**src/rtl/if_stage_pkg.sv**
```systemverilog
`default_nettype none
// ============================================================================
// Package  : if_pkg
// Purpose  : Shared types and constants for the instruction fetch stage:
//            fetch FSM state encoding, default bubble word, PC increment and
//            the {pc, instr, valid} entry used by the IF/ID register and the
//            freeze buffer.
// Revision : 1.0 - initial release
// ============================================================================
package if_pkg;

    // Opcode 0 decodes as a no-op, so an all-zero word is a safe bubble.
    localparam logic [31:0] c_NOP_INSTR = 32'h0000_0000;
    localparam logic [31:0] c_PC_STEP   = 32'd4;

    // FETCH : request outstanding for pc
    // HOLD  : word fetched while frozen, parked in the buffer, no request
    // DRAIN : request outstanding whose data belongs to a squashed path
    typedef enum logic [1:0] {
        FETCH = 2'd0,
        HOLD  = 2'd1,
        DRAIN = 2'd2
    } if_state_e;

    typedef struct packed {
        logic [31:0] pc;     // PC+4 of the instruction
        logic [31:0] instr;  // instruction word
        logic        valid;  // 0 = bubble
    } if_entry_t;

    function automatic if_entry_t make_bubble(input logic [31:0] nop_word);
        if_entry_t e;
        e.pc    = '0;
        e.instr = nop_word;
        e.valid = 1'b0;
        return e;
    endfunction

endpackage
`default_nettype wire

```
**src/rtl/if_stage_if.sv**
```systemverilog
`default_nettype none
// ============================================================================
// Interface : if_stage_if
// Purpose   : Instruction memory request/acknowledge bus.
// Signals   : imem_req   - fetch request, held until imem_ack
//             imem_addr  - fetch address, stable while imem_req is high
//             imem_ack   - one-cycle pulse retiring the outstanding request
//             imem_rdata - instruction word, valid with imem_ack
// Modports  : master (fetch stage), slave (instruction memory)
// Revision  : 1.0 - initial release
// ============================================================================
interface if_stage_if;

    logic        imem_req;
    logic [31:0] imem_addr;
    logic        imem_ack;
    logic [31:0] imem_rdata;

    modport master (
        output imem_req,
        output imem_addr,
        input  imem_ack,
        input  imem_rdata
    );

    modport slave (
        input  imem_req,
        input  imem_addr,
        output imem_ack,
        output imem_rdata
    );

endinterface
`default_nettype wire

```
**src/rtl/if_stage_if_id_reg.sv**
```systemverilog
`default_nettype none
// ============================================================================
// Module   : if_id_reg
// Purpose  : 65-bit IF/ID pipeline register {pc, instr, valid} with
//            flush / load / hold control. Reset and flush both produce a
//            bubble; flush has priority over load.
// Ports    : clk     - clock
//            rst     - synchronous active-high reset
//            i_load  - capture i_d
//            i_flush - replace contents with a bubble
//            i_d     - next entry
//            o_q     - current entry
// Revision : 1.0 - initial release
// ============================================================================
module if_id_reg
    import if_pkg::*;
#(
    parameter logic [31:0] NOP_INSTR = c_NOP_INSTR
) (
    input  wire logic      clk,
    input  wire logic      rst,
    input  wire logic      i_load,
    input  wire logic      i_flush,
    input  wire if_entry_t i_d,
    output if_entry_t      o_q
);

    if_entry_t r_q;

    always_ff @(posedge clk) begin
        if (rst || i_flush) begin
            r_q <= make_bubble(NOP_INSTR);
        end else if (i_load) begin
            r_q <= i_d;
        end
    end

    assign o_q = r_q;

endmodule
`default_nettype wire

```
**src/rtl/if_stage.sv**
```systemverilog
`default_nettype none
// ============================================================================
// Module   : if_stage
// Purpose  : Instruction fetch stage. Owns the PC, fetches from instruction
//            memory over a variable-latency req/ack handshake and feeds the
//            IF/ID register. Stalls on freeze, flushes and redirects on a
//            taken branch, and inserts NOP bubbles when no word is ready.
// Ports    : clk, rst        - clock, synchronous active-high reset
//            freeze          - hazard stall (IF/ID holds, PC holds)
//            br_taken/br_addr- taken branch from EXE and its target
//            imem            - instruction memory bus (master side)
//            if_pc           - PC+4 of the instruction in IF/ID
//            if_instruction  - instruction word to decode
//            if_valid        - IF/ID holds a real instruction
// Revision : 1.0 - initial release
// ============================================================================
module if_stage
    import if_pkg::*;
#(
    parameter logic [31:0] RESET_PC  = 32'h0000_0000,
    parameter logic [31:0] NOP_INSTR = c_NOP_INSTR
) (
    input  wire logic        clk,
    input  wire logic        rst,
    input  wire logic        freeze,
    input  wire logic        br_taken,
    input  wire logic [31:0] br_addr,
    if_stage_if.master       imem,
    output logic      [31:0] if_pc,
    output logic      [31:0] if_instruction,
    output logic             if_valid
);

    if_state_e   r_state;
    if_state_e   w_state_next;
    logic [31:0] r_pc;
    logic [31:0] w_pc_next;
    logic [31:0] r_drain_addr;       // address of the squashed request
    logic [31:0] w_drain_addr_next;
    if_entry_t   r_buf;              // word fetched while frozen
    if_entry_t   w_buf_next;

    logic        w_req;
    logic        w_ack;
    logic [31:0] w_pc_inc;
    if_entry_t   w_fetched;
    if_entry_t   w_ifid_d;
    if_entry_t   w_ifid_q;
    logic        w_ifid_load;
    logic        w_ifid_flush;

    // No request in HOLD or during reset; an ack without a request is noise.
    assign w_req    = !rst && (r_state != HOLD);
    assign w_ack    = imem.imem_ack && w_req;
    assign w_pc_inc = r_pc + c_PC_STEP;

    assign w_fetched.pc    = w_pc_inc;
    assign w_fetched.instr = imem.imem_rdata;
    assign w_fetched.valid = 1'b1;

    assign imem.imem_req  = w_req;
    // In DRAIN the PC already points at the branch target, but the memory
    // must keep seeing the address of the request it is still serving.
    assign imem.imem_addr = (r_state == DRAIN) ? r_drain_addr : r_pc;

    always_ff @(posedge clk) begin
        if (rst) begin
            r_state      <= FETCH;
            r_pc         <= RESET_PC;
            r_drain_addr <= RESET_PC;
            r_buf        <= make_bubble(NOP_INSTR);
        end else begin
            r_state      <= w_state_next;
            r_pc         <= w_pc_next;
            r_drain_addr <= w_drain_addr_next;
            r_buf        <= w_buf_next;
        end
    end

    // Event priority: br_taken > freeze > normal flow.
    always_comb begin
        w_state_next      = r_state;
        w_pc_next         = r_pc;
        w_drain_addr_next = r_drain_addr;
        w_buf_next        = r_buf;
        w_ifid_load       = 1'b0;
        w_ifid_flush      = 1'b0;
        w_ifid_d          = w_fetched;

        unique case (r_state)
            FETCH: begin
                if (br_taken) begin
                    w_pc_next    = br_addr;
                    w_ifid_flush = 1'b1;
                    if (!w_ack) begin
                        // Request still in flight: wait out its ack.
                        w_drain_addr_next = r_pc;
                        w_state_next      = DRAIN;
                    end
                end else if (w_ack) begin
                    w_pc_next = w_pc_inc;
                    if (freeze) begin
                        w_buf_next   = w_fetched;
                        w_state_next = HOLD;
                    end else begin
                        w_ifid_load = 1'b1;
                    end
                end else if (!freeze) begin
                    w_ifid_flush = 1'b1;
                end
            end

            HOLD: begin
                if (br_taken) begin
                    w_pc_next    = br_addr;
                    w_ifid_flush = 1'b1;
                    w_buf_next   = make_bubble(NOP_INSTR);
                    w_state_next = FETCH;
                end else if (!freeze) begin
                    w_ifid_d     = r_buf;
                    w_ifid_load  = 1'b1;
                    w_buf_next   = make_bubble(NOP_INSTR);
                    w_state_next = FETCH;
                end
            end

            DRAIN: begin
                if (br_taken) begin
                    w_pc_next    = br_addr;
                    w_ifid_flush = 1'b1;
                end else if (!freeze) begin
                    w_ifid_flush = 1'b1;
                end
                // The squashed request retires here; its data is dropped.
                if (w_ack) begin
                    w_state_next = FETCH;
                end
            end

            default: begin
                w_state_next = FETCH;
            end
        endcase
    end

    if_id_reg #(
        .NOP_INSTR (NOP_INSTR)
    ) u_if_id_reg (
        .clk     (clk),
        .rst     (rst),
        .i_load  (w_ifid_load),
        .i_flush (w_ifid_flush),
        .i_d     (w_ifid_d),
        .o_q     (w_ifid_q)
    );

    assign if_pc          = w_ifid_q.pc;
    assign if_instruction = w_ifid_q.instr;
    assign if_valid       = w_ifid_q.valid;

endmodule
`default_nettype wire

```
**src/flat_wrapper.sv**
```systemverilog
// flat-port wrapper written by rule: the top's interface ports become plain ports
module if_stage_flat import if_pkg::*;
#(
    parameter logic [31:0] RESET_PC  = 32'h0000_0000,
    parameter logic [31:0] NOP_INSTR = c_NOP_INSTR
)
  (clk, rst, freeze, br_taken, br_addr, if_pc, if_instruction, if_valid, imem_imem_req, imem_imem_addr, imem_imem_ack, imem_imem_rdata);
  if_stage_if imem_i ();
  input  wire logic clk;
  input  wire logic rst;
  input  wire logic freeze;
  input  wire logic br_taken;
  input  wire logic [31:0] br_addr;
  output logic      [31:0] if_pc;
  output logic      [31:0] if_instruction;
  output logic if_valid;
  output wire logic [$bits(imem_i.imem_req)-1:0] imem_imem_req;
  output wire logic [$bits(imem_i.imem_addr)-1:0] imem_imem_addr;
  input wire logic [$bits(imem_i.imem_ack)-1:0] imem_imem_ack;
  input wire logic [$bits(imem_i.imem_rdata)-1:0] imem_imem_rdata;
  assign imem_imem_req = imem_i.imem_req;
  assign imem_imem_addr = imem_i.imem_addr;
  assign imem_i.imem_ack = imem_imem_ack;
  assign imem_i.imem_rdata = imem_imem_rdata;
  if_stage #(.RESET_PC(RESET_PC), .NOP_INSTR(NOP_INSTR)) u_core (.clk(clk), .rst(rst), .freeze(freeze), .br_taken(br_taken), .br_addr(br_addr), .imem(imem_i), .if_pc(if_pc), .if_instruction(if_instruction), .if_valid(if_valid));
endmodule
```
**config.mk**
```make
export PLATFORM = sky130hd
export DESIGN_NAME = if_stage_flat
export DESIGN_NICKNAME = d
export VERILOG_FILES = /design/src/rtl/if_stage_pkg.sv /design/src/rtl/if_stage_if.sv /design/src/rtl/if_stage_if_id_reg.sv /design/src/rtl/if_stage.sv /design/src/flat_wrapper.sv
export SDC_FILE = /design/constraint.sdc
export NUM_CORES = 1
export LEC_CHECK = 0
export ABC_AREA = 1
export CAP_MARGIN = 40
export CORE_ASPECT_RATIO = 1.25
export CORE_MARGIN = 5
export CORE_UTILIZATION = 40
export DETAILED_ROUTE_END_ITERATION = 7
export PLACE_DENSITY = 0.69
export SYNTH_ARGS = -nofsm -noshare
export SYNTH_HDL_FRONTEND = slang
export SYNTH_SLANG_ARGS = --single-unit
export TNS_END_PERCENT = 100
```
**constraint.sdc**
```tcl
create_clock -name clk -period 3.7 [get_ports clk]
set_clock_uncertainty 0.15 [all_clocks]
set_input_delay 0.74 -clock clk [delete_from_list [all_inputs] [get_ports clk]]
set_output_delay 0.74 -clock clk [all_outputs]
set_load 0.1 [all_outputs]
```
**Word level (Yosys, flattened, before mapping)**

Cells that the tools add are included.

- Bits in registers: 196
- Bits of input ports: 69
- Output and inout port bits: 98
- Logic and storage cells: 65

- Add/subtract/negate cells: 1
- Eq/ne operators: 11
- Mux-type cells: 31
- Bitwise operators: 1
- Reductions and logical operators: 12

Operators by type and width:

| cell | number |
|---|---|
| $mux 65 | 7 |
| $pmux 65 s2 | 1 |
| $mux 32 | 4 |
| $pmux 32 s2 | 1 |
| $add 32x3->32 const B | 1 |
| $mux 2 | 7 |
| $ne 3x3->1 const B | 3 |
| $mux 1 | 8 |
| $ne 2x1->1 const B | 4 |
| $pmux 2 s3 | 1 |
| $reduce_and 3->1 | 2 |
| $reduce_and 5->1 | 1 |
| $reduce_and 4->1 | 1 |
| $reduce_bool 2->1 | 2 |
| $ne 3x2->1 const B | 1 |
| $pmux 1 s3 | 1 |
| $eq 2x1->1 const B | 1 |
| $eq 2x2->1 const B | 1 |
| $logic_and 1x1->1 | 2 |
| $logic_not 2->1 | 1 |
| $ne 2x2->1 const B | 1 |
| $pmux 1 s2 | 1 |
| $reduce_or 2->1 | 1 |
| $logic_not 1->1 | 1 |
| 2 further kinds | 2 |

**Logic depth before layout (Yosys ltp)**

Gate-level depths: netlist (run 1).

- Depth in word-level cells: 7
- Depth in mapped cells: 13
- Mapped depth without buffers: 12

**Cells and area by module**

From an unflattened synthesis (run 1), not the netlist that was laid out.

- Cell total of the unflattened synthesis: 1591
- Area, all modules: 10254.8 um2

By module, submodules not included:

| module | instances | cells an instance | area each (um2) |
|---|---|---|---|
| if_stage | 1 | 1179 | 7609.8 |
| if_id_reg | 1 | 412 | 2645.0 |

**Worst setup path after synthesis (run 1)**

OpenSTA, ideal clock, no wires.

- Path type: register to output
- Start point: reg u_core.r_state[0]
- End point: out imem_imem_addr[0]
- Arrival time: 2989 ps
- Required time: 2810 ps
- Path slack: -179 ps
- Stages on the path, launching flop included: 5
- Cells stage by stage: dfxtp_1 > inv_1 > ha_1 > clkbuf_1 > o21ai_0

- Cells in the longest elaborated chain, start to end: 2

RTL lines:

| what | RTL line | text |
|---|---|---|
| start, declared | if_stage.sv:34 | `if_state_e r_state;` |
| start signal, assigned | if_stage.sv:73 | `r_state <= w_state_next;` |
| $eq 2x2->1 | if_stage.sv:64 | `assign imem.imem_addr = (r_state == DRAIN) ? r_drain_addr : r_pc;` |
| $mux 32 | if_stage.sv:64 |  |
| end, declared | flat_wrapper.sv:18 | `output wire logic [$bits(imem_i.imem_addr)-1:0] imem_imem_addr;` |

No other way between the ends.

**Final worst setup path (run 1)**

- Start point: reg u_core.r_state[0]
- End point: out imem_imem_addr[16]

The elaborated chain is that of the path after synthesis.

==> results by group, run 1 <==
Finish
  • Total Nets Final: 1713
  • Register area: 3920 um2
  • Share of post-route cells with drive strength above 1: 0.124
  • Area of the multi-input gates: 5160 um2
  • Fillers: 2417
  • Area growth syn-to-layout: 28.8%
  • Final core utilization: 0.521
  • Antenna cells: 0

Setup path
  • WS Path Type: flop to output port
  • Setup crit end kind: output port
  • CP cell instances: inv_1, ha_2, buf_4, o21ai_0, buf_4
  • Startpoint types: flop
  • R2R cell count: 12
  • CP Max Fanout: 58
  • WP data required: 2.81 ns
  • Worst Path Arrival: 2.10 ns
  • Slowest stage delay, CP: 0.41 ns
  • CP max stage cell: dfxtp_1
  • Critical path's most frequent cell: buf_4

Clock network
  • H-tree Lvls: 4
  • Total CTS buffers: 17
  • Later-pin clock latency in the skew report: 0.44 ns
  • Root buffer cell: clkbuf_16
  • Post-CTS Setup Inserts: 0
  • Hold buffer count at cts: 0
  • Clk slew on worst S/H paths: 0.08 ns
  • Maximum clock path buffer count: 2
  • Clock Sinks: 196
  • TritonCTS clock tree: yes
  • Post-CTS sizing: 0

Die
  • Standard-cell rows: 64
  • Die area: 28000 um2
  • Core area: 24400 um2
  • Initial core utilization: 0.405
  • Die Width: 151 um
  • Die Y: 186 um
  • Io pins: 167

Timing
  • Fin Setup TNS: 0 ns
  • Rel. slew slack: 0.552
  • Worst setup slack after layout: 0.712 ns
  • Actual slew at the worst max-slew pin: 0.672 ns
  • Crit share post-route: 0.807
  • Highest clock rate: 335 MHz
  • Tmin final: 2.99 ns
  • Final number of hold-violating endpoints: 0
  • RSZ-0062 raised after global routing: no
  • Slew Limit Fails: 0
  • Final setup fails: 0

Flow run
  • Total of max-cap violations: 0

Power
  • Net Sw Power: 2.76 mW
  • Sw frac: 0.426
  • Gate power share: 0.334
  • LEAKAGE: 4.93 nW
  • VDD IR max: 0.375 mV
  • Total power: 6.50 mW
  • Internal: 3.73 mW
  • PD cells: 510 nW/um2
  • Clock power frac: 0.292
  • Sequential Power Share: 0.375

Synthesis
  • Post-synth EDFFs: 0
  • Area leader, netlist: dfxtp_1
  • Most frequent cells after synthesis: nand2_1, dfxtp_1, a21oi_1
  • Yosys top cell area share: 0.397
  • Post-synthesis sequential area ratio: 0.397
  • Post-synth ARST share: 0
  • Top-count cell post-synth: nand2_1
  • Ys flop type: dfxtp_1
  • YS warnings: 0
  • Synth cell types: 31
  • Synth area leaders: dfxtp_1, nand2_1, a21oi_1, o21ai_0, nand3_1
  • Post-Syn Area: 9880 um2
  • Syn Inst Count: 1499
  • Syn nets: 1574
  • Flops & latches, synth: 196
  • Post-Syn Area per Cell: 6.59 um2

Placement
  • Pre-CTS WS: 0.586 ns
  • Buffers added on ports: 166
  • Final Wtd Congestion: 0.911
  • Post-DP HPWL: 21600 um

Drt
  • DR pass1 iterations: 6
  • Iter 0 DRT Violations: 763
  • Vias: 10400
  • Vias/cell: 5.23
  • ANT nets after route: 0
  • Routed WL: 31100 um
  • Wire per inst: 15.7 um
  • Remaining routing DRC violations: 0

Min path
  • Hold Path Stages: 2
  • Hold Crit Class: flop to flop

Global routing
  • Antenna violations before repair: 0
  • Grt ovf: 0
  • Vias in the first global route: 9680
  • Largest net degree at the start of global routing: 93
  • Total track usage: 0.219
  • First-pass GRT wire length: 49700 um

Run status
  • Outcome: finished, final reports clean
## power groups by stage
| stage | Combinational [mW] | Sequential [mW] | Clock, mW |
|---|---|---|---|
| floorplan | 1.48 | 2.55 | 0 |
| global placement | 2.11 | 2.47 | 0 |
| detailed placement | 2.16 | 2.47 | 0 |
| CTS | 2.17 | 2.43 | 1.93 |
| global route | 2.32 | 2.45 | 2.00 |
| finish | 2.17 | 2.43 | 1.90 |
## cell type report
cell class | count | area share
Clock buffer | 17 | 0.0334
Inverter | 85 | 0.0251
Multi-Input combinational cell | 1115 | 0.405
Tap cell | 330 | 0.0324
Clock inverter | 15 | 0.0148
Sequential cell | 196 | 0.308
Timing Repair Buffer | 223 | 0.181
## flip-flops by register name (all words and copies together), names as in the netlist
signal,flops
u_core.r_buf,65
u_core.u_if_id_reg.o_q,65
u_core.r_drain_addr,32
u_core.r_pc,32
u_core.r_state,2
## per-stage QoR
| step | instance area, um2 | hold slack, ns | cells |
|---|---|---|---|
| 5_1_grt | 12700 | 0.323 | 1981 |
| 4_1_cts | 12700 | 0.312 | 1981 |
| 6_report | 12700 | 0.311 | 1981 |
| 3_3_place_gp | 11500 | 0.289 | 1911 |
| 3_5_place_dp | 12100 | 0.299 | 1949 |
| 2_1_floorplan | 9880 | 0.280 | 1499 |
## layer usage
| layer | track usage | part of all wire | vias to the layer above |
|---|---|---|---|
| met5 | 0 | 0 | - |
| met4 | 0.0693 | 0.021 | 0 |
| met3 | 0.0287 | 0.059 | 39 |
| met2 | 0.360 | 0.47 | 346 |
| met1 | 0.298 | 0.45 | 4778 |
| li1 | - | - | 5207 |
## cell families after synthesis
| kind of cell | synth area share |
|---|---|
| fa+ha+maj | 0.00759 |
| simple gates | 0.287 |
| mux | 0.00101 |
| flops | 0.397 |
| xor+xnor | 0.00886 |
| buf+inv | 0.0816 |
| compound gates | 0.216 |
## cell usage in the layout (no fill, tap or decap), drive strengths merged
cell type      instances
a21oi                193
clkdlybuf4s50        103
and2                   3
mux2i                  1
o221a                  1
o21ai                184
nand2                481
dfxtp                196
nand3                117
a31oi                 19
clkbuf                17
o211ai                 6
a22oi                  1
o22ai                  7
nor3                   1
ha                     6
o21bai                 3
or2                   24
buf                  120
xor2                  10
clkinv                10
inv                   90
nor2                  58
## worst max-delay path: cells and delay by family, from the launching register on
family | cells | cell delay (ns)
buffers and inverters | 3 | 0.72
AO/OA/AOI/OAI | 1 | 0.31
adder cells (fa/ha/maj) | 1 | 0.19
flip-flops | 1 | 0.41
## path summary, 6_finish.rpt
check,startpoint,endpoint,slack [ns]
max,u_core.r_state[0],imem_imem_addr[16],0.71
min,u_core.r_drain_addr[6],u_core.r_drain_addr[6],0.31
max reg2reg,u_core.r_state[1],u_core.u_if_id_reg.o_q[63],1.10
min reg2reg,u_core.r_drain_addr[6],u_core.r_drain_addr[6],0.31
(Power assumes the default switching activity.)
==> inputs of run 2 (changes only) <==
--- a/config.mk
+++ b/config.mk
@@ -11,7 +11,7 @@
 export CORE_MARGIN = 5
 export CORE_UTILIZATION = 40
 export DETAILED_ROUTE_END_ITERATION = 7
-export PLACE_DENSITY = 0.69
+export PLACE_DENSITY = 0.71
 export SYNTH_ARGS = -nofsm -noshare
 export SYNTH_HDL_FRONTEND = slang
 export SYNTH_SLANG_ARGS = --single-unit
==> constraint.sdc (replaced) <==
create_clock -name clk -period 2.5 [get_ports clk]
set_clock_uncertainty 0.15 [all_clocks]
set_input_delay 0.5 -clock clk [delete_from_list [all_inputs] [get_ports clk]]
set_output_delay 0.5 -clock clk [all_outputs]
set_load 0.1 [all_outputs]
==> results by group, run 2 (synthesis results as in run 1) <==
Die
  • Die Y: 186 um (unchanged)
  • Die area: 28000 um2 (unchanged)
  • Initial core utilization: 0.405 (unchanged)
  • Core area: 24400 um2 (unchanged)
  • Die Width: 151 um (unchanged)
  • Standard-cell rows: 64 (unchanged)
  • Io pins: 167 (unchanged)

Finish
  • Layout Cells excl Fill: 1979 (-0.10%)
  • Antenna cells: 0 (unchanged)
  • Most common cell after layout, fill and taps aside: nand2_1
  • Share of post-route cells with drive strength above 1: 0.166 (+0.0426)
  • Fin area: 13000 um2 (+2.1%)
  • Total Nets Final: 1711 (-0.12%)
  • Area growth syn-to-layout: 31.6%
  • Most frequent cells in the layout: nand2_1, dfxtp_1, a21oi_1, o21ai_0, nand3_1

Clock network
  • H-tree Lvls: 4 (unchanged)
  • Clk slew on worst S/H paths: 0.08 ns (about the same)
  • TritonCTS clock tree: yes
  • Total CTS buffers: 17 (unchanged)
  • Clock Sinks: 196 (unchanged)
  • Maximum clock path buffer count: 2 (unchanged)
  • Later-pin clock latency in the skew report: 0.44 ns (about the same)
  • Root buffer cell: clkbuf_16

Drt
  • Iter 0 DRT Violations: 747 (-2.1%)
  • Vias: 10300 (-0.20%)
  • Remaining routing DRC violations: 0 (unchanged)
  • DR pass1 iterations: 7 (+1)
  • Vias/cell: 5.23 (-0.10%)
  • ANT nets after route: 0 (unchanged)
  • Wire per inst: 15.8 um (+0.69%)
  • Routed WL: 31300 um (+0.59%)

Global routing
  • Grt ovf: 0 (unchanged)
  • First-pass GRT wire length: 50300 um (+1.3%)
  • Vias in the first global route: 9716 (+0.37%)
  • Antenna violations before repair: 0 (unchanged)
  • Total track usage: 0.223 (+0.00439)
  • Largest net degree at the start of global routing: 66 (-29%)

Timing
  • Actual slew at the worst max-slew pin: 0.411 ns (-0.261 ns)
  • Worst setup slack after layout: 0.0233 ns (-0.689 ns)
  • Final number of hold-violating endpoints: 0 (unchanged)
  • Final setup fails: 0 (unchanged)
  • Rel. slew slack: 0.726 (+0.175)
  • Fin Setup TNS: 0 ns (unchanged)
  • Tmin final: 2.48 ns
  • Crit share post-route: 0.991
  • Highest clock rate: 404 MHz
  • RSZ-0062 raised after global routing: yes
  • Slew Limit Fails: 0 (unchanged)

Min path
  • Hold Startpoint: u_core.r_buf[1]
  • Hold Crit Class: flop to flop

Setup path
  • CP max stage cell: dfxtp_2
  • CP cell instances: ha_4, clkinvlp_4, o21ai_4, buf_12
  • CP Buf/Inv Count: 2 (-1)
  • Setup crit end kind: output port
  • Startpoint types: flop
  • WP data required: 1.85 ns (-0.96 ns)
  • CP Launch Point: u_core.r_state[1]
  • Slowest stage delay, CP: 0.39 ns (-0.02 ns)
  • WS Path Type: flop to output port
  • Worst Path Arrival: 1.83 ns (-0.27 ns)
  • RR Startpoint: u_core.r_state[1]
  • CP Max Fanout: 8 (-86%)
  • Crit path max-delay family: buffers and inverters

Power
  • Gate power share: 0.378 (+0.044)
  • Clock power frac: 0.273 (-0.019)
  • Sequential Power Share: 0.350 (-0.025)
  • VDD IR max: 0.584 mV (+56%)
  • Sw frac: 0.415 (-0.0102)
  • PD cells: 786 nW/um2 (+54%)
  • Net Sw Power: 4.24 mW (+54%)
  • Internal: 5.97 mW (+60%)
  • LEAKAGE: 5.11 nW (+3.7%)

Run status
  • Outcome: finished, final reports clean

Placement
  • Placed Cells incl. Taps: 1943 (-0.31%)
  • Post-DP HPWL: 22500 um (+4.3%)
  • Final Wtd Congestion: 0.966 (+6.0%)
  • Buffers added on ports: 166 (unchanged)
  • Pre-CTS WS: 0.000284 ns (-0.586 ns)
  • Placed instance area: 12200 um2 (+0.72%)

Flow run
  • Total of max-cap violations: 0 (unchanged)
-- run 2: changes by cell type in the layout (fill, tap and decap cells not counted), moves of 3 or more --
cell	previous run	this run
nand2_1	474	469
buf_8	37	0
clkinv_8	7	4
o21ai_0	141	116
buf_12	6	45
o21ai_4	0	4
nand2_2	7	12
clkdlybuf4s50_1	103	66
buf_4	75	107
o21ai_2	1	23
-- run 2: worst paths after layout --
kind	endpoint	slack, ns	cells after the start
worst max register to register	u_core.u_if_id_reg.o_q[41]	0.31	13
worst max-delay path	imem_imem_addr[3]	0.02	4
worst min-delay path	u_core.r_buf[1]	0.31	2
worst min register to register	u_core.r_buf[1]	0.31	2
-- run 2: worst register-to-register path, cell delays in order, from the launching register on --
cell and delay (ns):
dfxtp_2 0.39, inv_1 0.07, ha_1 0.26, nor2_4 0.17, nand2_2 0.10, inv_2 0.07, nand2_2 0.08, nand2_2 0.12
nand2_2 0.08, inv_2 0.14, buf_12 0.21, o21ai_0 0.11, inv_1 0.07, a21oi_1 0.05
-- run 2: through the flow --
step                      power, mW  hold slack (ns)   util
after global routing           10.7            0.328  0.533
after detailed placement       7.36            0.302  0.500
after global placement         7.34            0.297  0.499
final                          10.2            0.310  0.533
after CTS                      10.2            0.313  0.530
after floorplan                5.99            0.290      -
-- run 2: area by class of cell --
class                      count  area [um2]
clock buffer                  17         425
clock inverter                15         178
sequential                   196        3930
inverter                      85         325
tap                          330         413
fill                        2379       11400
timing repair buffer         221        2420
multi-input combinational   1115        5310
-- run 2: power by group through the flow --
| stage | Sequential [mW] | Combinational (mW) | Clock, mW |
|---|---|---|---|
| after CTS | 3.56 | 3.83 | 2.84 |
| after global placement | 3.63 | 3.71 | 0 |
| after detailed placement | 3.63 | 3.73 | 0 |
| after global routing | 3.60 | 4.11 | 2.97 |
| final | 3.57 | 3.86 | 2.79 |
| after floorplan | 3.78 | 2.21 | 0 |
-- run 2: routing by layer --
metal / part of all wire / global-route usage / vias up
li1: - / - / 5232
met1: 0.45 / 0.301 / 4725
met2: 0.46 / 0.366 / 347
met3: 0.056 / 0.0324 / 45
met4: 0.028 / 0.0773 / 0
met5: 0 / 0 / -
-- run 2: timing repair --
item,CTS,global route
resized for setup,29,9
hold buffers,0,0
endpoints found under the setup margin,30,22
setup buffers,0,3
pin swaps,0,2
cloned,1,0
